## config.mk

```make
export PLATFORM = sky130hd
export DESIGN_NAME = start_dispatch_tracker
export DESIGN_NICKNAME = d
export VERILOG_FILES = /design/src/rtl/start_dispatch_pkg.sv /design/src/rtl/start_dispatch_tracker_unit_busy_slot.sv /design/src/rtl/start_dispatch_tracker.sv
export SDC_FILE = /design/constraint.sdc
export NUM_CORES = 1
export LEC_CHECK = 0
export ABC_AREA = 1
export CAP_MARGIN = 30
export CORE_MARGIN = 2
export CORE_UTILIZATION = 40
export CTS_CLUSTER_DIAMETER = 80
export CTS_CLUSTER_SIZE = 30
export DETAILED_ROUTE_END_ITERATION = 8
export GPL_ROUTABILITY_DRIVEN = 0
export PLACE_DENSITY_LB_ADDON = 0.08
export SLEW_MARGIN = 0
export SYNTH_ARGS = -nofsm -noshare
export SYNTH_HDL_FRONTEND = slang
export SYNTH_HIERARCHICAL = 1
export SYNTH_SLANG_ARGS = --single-unit
```

## constraint.sdc

```tcl
create_clock -name MHz10 -period 2 [get_ports MHz10]
set_clock_uncertainty 0.1 [all_clocks]
set_input_delay 0.4 -clock MHz10 [delete_from_list [all_inputs] [get_ports MHz10]]
set_output_delay 0.4 -clock MHz10 [all_outputs]
set_load 0.02 [all_outputs]
```

## src/rtl/start_dispatch_pkg.sv

```systemverilog
// Shared defaults for the start dispatch tracker.
// START_WATCHDOG_EN (optional) enables the per-unit watchdog in unit_busy_slot.
package start_dispatch_pkg;
  localparam int N_DEF       = 13;
  localparam int DEPTH_DEF   = 8;
  localparam int TIMEOUT_DEF = 1000;
  localparam int CW          = $clog2(DEPTH_DEF + 1);
  localparam int TW          = $clog2(TIMEOUT_DEF + 1);
endpackage

```

## src/rtl/start_dispatch_tracker_unit_busy_slot.sv

```systemverilog
// One worker unit's busy bit; with START_WATCHDOG_EN also a watchdog counter
// that frees a unit which never reports done and flags the expiry.
module unit_busy_slot
  import start_dispatch_pkg::*;
#(
  parameter int TIMEOUT = TIMEOUT_DEF
) (
  input  logic MHz10,
  input  logic nrst,
  input  logic set,
  input  logic done,
  input  logic clr_err,
  output logic busy,
  output logic timeout
);

`ifdef START_WATCHDOG_EN
  localparam int WDW = $clog2(TIMEOUT + 1);

  logic [WDW-1:0] age;
  logic           expire;

  // Expiry lands on the edge where the count would reach TIMEOUT.
  assign expire = busy && !set && !done && (age == WDW'(TIMEOUT - 1));

  always_ff @(posedge MHz10 or negedge nrst) begin
    if (!nrst) begin
      busy    <= 1'b0;
      age     <= '0;
      timeout <= 1'b0;
    end else begin
      if (set) begin
        busy <= 1'b1;
        age  <= '0;
      end else if (done || expire) begin
        busy <= 1'b0;
        age  <= '0;
      end else if (busy) begin
        age <= age + WDW'(1);
      end
      timeout <= expire | (timeout & ~clr_err);
    end
  end
`else
  logic unused;
  assign unused  = clr_err;
  assign timeout = 1'b0;

  // A grant on the same edge as done keeps the unit busy.
  always_ff @(posedge MHz10 or negedge nrst) begin
    if (!nrst) begin
      busy <= 1'b0;
    end else if (set) begin
      busy <= 1'b1;
    end else if (done) begin
      busy <= 1'b0;
    end
  end
`endif

endmodule

```

## src/rtl/start_dispatch_tracker.sv

```systemverilog
// Queues job start requests, tracks busy workers and validates arbitrator grants.
// START_WATCHDOG_EN enables per-unit watchdog expiry via unit_busy_slot.
module start_dispatch_tracker
  import start_dispatch_pkg::*;
#(
  parameter int N       = N_DEF,
  parameter int DEPTH   = DEPTH_DEF,
  parameter int TIMEOUT = TIMEOUT_DEF
) (
  input  logic                         MHz10,
  input  logic                         nrst,
  input  logic                         req,
  input  logic [N-1:0]                 grant,
  input  logic [N-1:0]                 done,
  input  logic                         clr_err,
  output logic [N-1:0]                 avail,
  output logic                         start_in,
  output logic [$clog2(DEPTH+1)-1:0]   pending,
  output logic                         overflow,
  output logic                         proto_err,
  output logic [N-1:0]                 timeout
);

  localparam int PW = $clog2(DEPTH + 1);

  logic [N-1:0] busy;
  logic [N-1:0] acc;
  logic         multi;
  logic         hit_busy;
  logic         illegal;
  logic         issue;
  logic         ovf_evt;

  // start_in looks only at registered state, never at grant.
  assign avail    = ~busy;
  assign start_in = (pending != '0) && (|avail);

  assign multi    = (grant & (grant - N'(1))) != '0;
  assign hit_busy = |(grant & busy);
  assign illegal  = (grant != '0) && (multi || hit_busy || !start_in);
  assign issue    = (grant != '0) && !illegal;
  assign acc      = issue ? grant : '0;
  assign ovf_evt  = req && !issue && (pending == PW'(DEPTH));

  for (genvar i = 0; i < N; i++) begin : g_slot
    unit_busy_slot #(.TIMEOUT(TIMEOUT)) u_slot (
      .MHz10   (MHz10),
      .nrst    (nrst),
      .set     (acc[i]),
      .done    (done[i]),
      .clr_err (clr_err),
      .busy    (busy[i]),
      .timeout (timeout[i])
    );
  end

  // A new error event outranks clr_err on the same edge.
  always_ff @(posedge MHz10 or negedge nrst) begin
    if (!nrst) begin
      pending   <= '0;
      overflow  <= 1'b0;
      proto_err <= 1'b0;
    end else begin
      if (req && !issue && !ovf_evt) begin
        pending <= pending + PW'(1);
      end else if (issue && !req) begin
        pending <= pending - PW'(1);
      end
      overflow  <= ovf_evt | (overflow & ~clr_err);
      proto_err <= illegal | (proto_err & ~clr_err);
    end
  end

endmodule

```

-- Yosys cells after proc, flatten, opt, wreduce, memory -nomap -nowiden
Index checks and enable logic that the tools add are counted.
Widths: inputs -> output; s select.
- output and inout port bits: 33
- register bits after elaboration: 19
- input port bits: 30
- bits in writable memories: 0
- memories: 0
- bits in latches: 0
- ROM bits: 0
- div/mod/pow operators: 0
- reduce and logical (&&, ||, !) cells: 33
- add/subtract/negate cells: 3
- order comparisons: 0
- muxes and demuxes: 29
- multipliers: 0
- bitwise gates (word level): 8
- shifts and indexed selects: 0
- eq/ne operators: 1
- operators with widths (cell ; number):
    $reduce_bool 2->1 ; 14
    $and 13x13->13 ; 2
    $mux 1 ; 26
    $reduce_bool 13->1 ; 2
    $reduce_or 13->1 ; 2
    $mux 13 ; 1
    $not 13->13 ; 1
    $sub 13x1->13 const B ; 1
    $mux 4 ; 2
    $logic_and 1x1->1 ; 7
    $logic_not 1->1 ; 5
    $add 4x1->4 const B ; 1
    $eq 4x4->1 const B ; 1
    $reduce_bool 4->1 ; 1
    $sub 4x1->4 const B ; 1
    $and 1x1->1 ; 2
    $logic_or 1x1->1 ; 2
    $or 1x1->1 ; 2
    $not 1->1 ; 1

-- Logic depth before layout (Yosys ltp)
- word-level depth: 14
- mapped depth: 18
- gate-level depth less buffers: 18

-- Modules after synthesis
Netlist, hierarchy kept.
- modules (own cells, without submodules) (module ; times used ; sequential area each (um^2) ; cells each ; area an instance (um^2)):
    start_dispatch_tracker ; 1 ; 150.1 ; 186 ; 991.0
    unit_busy_slot ; 13 ; 25.0 ; 7 ; 51.3

-- Worst setup path after synthesis
No wires, ideal clock.
- path type: reg-to-reg
- start point: register pending[0]
- end point: register pending[3]
- cell stages (with the launch flop): 18
- setup time: 117 ps
- path buffers: 0
- slack: -557 ps
- clock period less this slack: 2557 ps
- data required time: 1783 ps
- arrival: 2340 ps
- path through: dfrtp_1 -> inv_1 -> nand3_1 -> nor2_1 -> nor2_1 -> nand2_1 -> nor2_1 -> nand3_1 -> nand3_2 -> ha_1 -> nand2_1 -> nand2_1 -> a31oi_1 -> inv_1 -> nand2_1 -> nand2_1 -> nand2_1 -> nand2_1
- longest elaborated chain between the ends: 13
- elaborated cells on any way between the ends: 19
- classes of those cells: 2 x add/sub; 1 x eq/ne; 2 x mux; 14 x reduce/logical
- ends and longest elaborated chain (what ; line ; RTL):
    start, declared ; start_dispatch_tracker.sv:18 ; output logic [$clog2(DEPTH+1)-1:0] pending,
    start signal, assigned ; start_dispatch_tracker.sv:65 ; pending <= pending + PW'(1);
    start signal, assigned ; start_dispatch_tracker.sv:67 ; pending <= pending - PW'(1);
    $reduce_bool 4->1 (*) ; start_dispatch_tracker.sv:36 ; assign start_in = (pending != '0) && (|avail);
    $logic_and 1x1->1 (*) ; start_dispatch_tracker.sv:36 ;
    net start_in ; start_dispatch_tracker.sv:17 ; output logic start_in,
    $logic_not 1->1 (*) ; start_dispatch_tracker.sv:40 ; assign illegal = (grant != '0) && (multi || hit_busy || !start_in);
    $logic_or 1x1->1 (*) ; start_dispatch_tracker.sv:40 ;
    $logic_and 1x1->1 (*) ; start_dispatch_tracker.sv:40 ;
    $logic_not 1->1 (*) ; start_dispatch_tracker.sv:41 ; assign issue = (grant != '0) && !illegal;
    $logic_and 1x1->1 (*) ; start_dispatch_tracker.sv:41 ;
    $logic_not 1->1 ; start_dispatch_tracker.sv:43, start_dispatch_tracker.sv:64 ;
    $logic_and 1x1->1 ; start_dispatch_tracker.sv:43, start_dispatch_tracker.sv:64 ;
    $logic_and 1x1->1 ; start_dispatch_tracker.sv:43 ; assign ovf_evt = req && !issue && (pending == PW'(DEPTH));
    $logic_not 1->1 ; start_dispatch_tracker.sv:64 ; if (req && !issue && !ovf_evt) begin
    $logic_and 1x1->1 ; start_dispatch_tracker.sv:64 ;
    $mux 4 or $reduce_bool 2->1 (tied branches) ; - ;
The timed path passes the listed nets; every way through them passes the cells marked *. The select of a mux whose other input is x is not followed.
A chain may end at the register's enable or synchronous reset.

-- Worst setup path in the final report
- start point: input grant[6]
- end point: register pending[3]
- longest elaborated chain between the ends: 14
- elaborated cells on any way between the ends: 19
- classes of those cells: 1 x add/sub; 1 x mux; 2 x bitwise; 15 x reduce/logical
- ends and longest elaborated chain (what ; line ; RTL):
    start, declared ; start_dispatch_tracker.sv:13 ; input logic [N-1:0] grant,
    $sub 13x1->13 ; start_dispatch_tracker.sv:38 ; assign multi = (grant & (grant - N'(1))) != '0;
    $and 13x13->13 ; start_dispatch_tracker.sv:38 ;
    $reduce_bool 13->1 ; start_dispatch_tracker.sv:38 ;
    $logic_or 1x1->1 (2 in series) ; start_dispatch_tracker.sv:40 ;
    $logic_and 1x1->1 ; start_dispatch_tracker.sv:40 ;
    $logic_not 1->1 ; start_dispatch_tracker.sv:41 ;
    $logic_and 1x1->1 (*) ; start_dispatch_tracker.sv:41 ;
    $logic_not 1->1 ; start_dispatch_tracker.sv:43, start_dispatch_tracker.sv:64 ;
    $logic_and 1x1->1 ; start_dispatch_tracker.sv:43, start_dispatch_tracker.sv:64 ;
    $logic_and 1x1->1 ; start_dispatch_tracker.sv:43 ;
    $logic_not 1->1 ; start_dispatch_tracker.sv:64 ;
    $logic_and 1x1->1 ; start_dispatch_tracker.sv:64 ;
    $mux 4 or $reduce_bool 2->1 (tied branches) ; - ;
Every way passes the cells marked *; elsewhere a longest branch is shown, timed or not.

==> flow_summary_export.csv <==
group,metric,value,unit
route,vias_per_cell,4.303,
min_path,min_path_type,"input pin to asynchronous set/reset pin",
grt,grt_overflow_total,0,
route,vias,1902,
floorplanning,num_rows,23,
route,drt-initial-drc-count,62,
clock_network,clockBufferDepth,2,
floorplanning,dieArea,4676,um2
timing,hold_viol_final,0,
final_layout,fin_area,2856,um2
timing,maxSlewViolCount,0,
critical_path,cp.arrival,2.36,ns
synthesis,synth.cell_area,1658,um2
timing,fin_ws,-0.2971,ns
floorplanning,die_h,68.38,um
grt,grt_use_total,21.13,%
clock_network,h-tree-depth,1,
critical_path,startpoint_type,"input pin",
pwr,switching_share,38.20,%
grt,antenna_found_initial,0,
critical_path,crit_fanout,5,
grt,first_global_vias,1696,
timing,setup_viol,15,
pwr,intPower,0.001020,W
floorplanning,core,4000,um2
clock_network,cts_tree,"yes",
pwr,clock_power_share,17.5,%
grt,grt_max_degree,20,
grt,grt_first_pass_wirelength,7355,um
final_layout,diodes,0,
critical_path,worst_path_largest_cell_delay,0.26,ns
pwr,power.share.sequential,28.4,%
synthesis,syn_nets,310,
clock_network,clock-sinks,19,
status,status,"finished, violations left",
timing,layout_min_cycle_time,2.297,ns
timing,rsz0062_at_grt,"true",
route,ant_nets,0,
placed_design,hpwl,3455,um
timing,fmax,0.4353,GHz
pwr,combPwrFrac,54.1,%
final_layout,final_net_count,426,
synthesis,synth_seq_area_share,28.68,%
flow_run,max_cap_viol_count,0,
timing,post-route-period-util,114.9,%
synthesis,synth_seq_cells,19,
final_layout,syn_to_final_growth,72.30,%
final_layout,fillCellCount,337,
status,violations,"setup timing",
critical_path,cp_cell_sequence,"clkdlybuf4s15_2, nor2_2, nand3_2, o21ai_1, nand3_2, nor2_4, nand3_2, nand3_4, ha_4, nand2_2, nand2_2, a31oi_2, inv_1, nand2_1, nand2_1, nand2_1, nand2_1",
timing,whs,0.3659,ns
pwr,ir_worst_vdd,0.2904,mV
clock_network,clockRootBuffer,"clkbuf_8",
route,drc,0,
critical_path,path_delay_family,"simple AND/OR/NAND/NOR gates",
pwr,leakagePower,1.520,nW
critical_path,crit_buf_inv,2,
critical_path,worstPathRequired,2.06,ns
placed_design,port_buffers,49,
floorplanning,dieWidth,68.38,um
floorplanning,start_util,41.45,%
clock_network,cts_buffers,3,
critical_path,critical_path_class,"input pin to flop",
clock_network,cts_hold_buf,0,
route,first_pass_iters,4,
synthesis,yosysUniqueCellTypes,27,
critical_path,worst_path_most_repeated_cell,"nand2_1",
critical_path,critPathSlowestCell,"o21ai_1",
placed_design,post-place-ws,-0.8801,ns
placed_design,place_area,2559,um2
route,wl,4774,um
synthesis,yosys_warnings,6,
pwr,switchingPower,0.0006307,W
clock_network,clk_latency,0.27,ns
synthesis,avgSynthCellArea,5.985,um2
critical_path,crit_path_end_kind,"flop",
synthesis,synthCells,277,
route,wl_per_cell,10.80,um
floorplanning,ios,63,
pwr,cellPowerDensity,577.9,nW/um2
clock_network,clk_pin_slew,0.08,ns
final_layout,drive_gt1_share,39.54,%
## per-stage QoR
stage               std cells  utilization [%]  power [W]  TNS (ns)
finish                    442            71.41   0.001651    -1.275
global route              442            71.41   0.001763    -4.167
CTS                       431            68.19   0.001608   -0.6317
detailed placement        418            63.97   0.001309    -9.411
global placement          418            63.97   0.001295    -9.241
floorplan                 277                -  0.0009113   -0.3747
## final timing paths
| check | from | end | slack, ns | cells past startpoint |
|---|---|---|---|---|
| max reg2reg | g_slot[5].u_slot/busy | pending[3] | -0.30 | 18 |
| min in group MHz10 | grant[1] | g_slot[1].u_slot/busy | 0.39 | 5 |
| max | grant[6] | pending[3] | -0.30 | 17 |
| min reg2reg | proto_err | proto_err | 0.42 | 2 |
| max in group asynchronous | nrst | pending[1] | 1.21 | 2 |
| min | nrst | g_slot[9].u_slot/busy | 0.37 | 2 |
## layout make-up
| type | instances | area (um2) | area share, % |
|---|---|---|---|
| clock inverters | 1 | 5.005 | 0.1752 |
| repair buffers | 124 | 1055 | 36.93 |
| clock buffers | 3 | 41.29 | 1.445 |
| multi-input cells | 182 | 974.7 | 34.12 |
| well taps | 50 | 62.56 | 2.190 |
| inverters | 63 | 239.0 | 8.366 |
| flip-flops and latches | 19 | 479.2 | 16.78 |
## synth_stat cells
library cell | count | area (um2)
nor2_1 | 30 | 112.6
inv_2 | 1 | 3.750
inv_1 | 62 | 232.7
nor3_1 | 3 | 15.01
nand4_1 | 4 | 25.02
nand2_2 | 3 | 18.77
nand2_1 | 87 | 326.6
fa_1 | 1 | 20.02
dfrtp_1 | 19 | 475.5
or2_4 | 1 | 8.760
buf_4 | 13 | 97.59
ha_1 | 2 | 25.02
buf_6 | 1 | 11.26
a21oi_1 | 1 | 5.000
xor2_1 | 1 | 8.760
a31oi_1 | 1 | 6.260
and3_1 | 1 | 6.260
nor2_2 | 11 | 68.82
o22ai_1 | 1 | 6.260
o21ai_0 | 3 | 15.01
nand4_2 | 1 | 12.51
conb_1 | 13 | 48.80
nand3_2 | 1 | 10.01
nor2_4 | 2 | 22.52
o21ai_1 | 3 | 15.01
nand3_1 | 9 | 45.04
nand3b_1 | 2 | 15.01
## registers in the layout (all words and copies together) (netlist names)
register / cells
overflow: 1
pending: 4
g_slot.u_slot/busy: 13
proto_err: 1
## power by group through the flow
stage	sequential, W	clock, W	combinational [W]
5_1_grt	0.000475	0.000301	0.000988
3_5_place_dp	0.000477	0	0.000831
4_1_cts	0.000470	0.000294	0.000845
6_report	0.000469	0.000289	0.000893
3_3_place_gp	0.000475	0	0.000820
2_1_floorplan	0.000560	0	0.000352
## cell usage in the layout (no fill, tap or decap), types with 2 or more instances in the layout
cell type        count
clkdlybuf4s50_1     29
nand2_1             75
nand2_2             15
dlygate4sd2_1        3
dfrtp_1             16
inv_1               55
dfrtp_2              3
conb_1              13
o21ai_1              5
nor3_2               2
dlymetal6s2s_1       5
nor2_1              16
clkbuf_8             3
nor2_2              23
nand3b_1             2
nand4_1              4
inv_2                7
nand3_1              6
or2_4                2
nor2_4               4
clkdlybuf4s15_2      2
buf_6                8
buf_2                6
nand3_2              3
buf_4               69
## routing by layer
layer	global-route usage, %	vias up	share of wire, %
li1	-	1008	-
met1	27.85	821	44
met2	35.58	64	49
met3	3.125	9	5.9
met4	6.000	0	1.5
met5	0	-	0
## cell families after synthesis
kind of cell	Yosys count	share of synthesized area (%)
fa+ha+maj	3	2.717
compound gates	9	2.868
xor+xnor	1	0.5284
buf+inv	77	20.83
flops	19	28.68
simple gates	155	41.43
other cells	13	2.944
## repair_timing
item | CTS | global route
gates resized for setup | 61 | 36
pin swaps | 30 | 31
hold endpoints to repair | 0 | 0
setup endpoints to repair | 19 | 24
buffers inserted | 14 | 11
gates cloned | 1 | 0
Power figures use the tool's default switching activity.
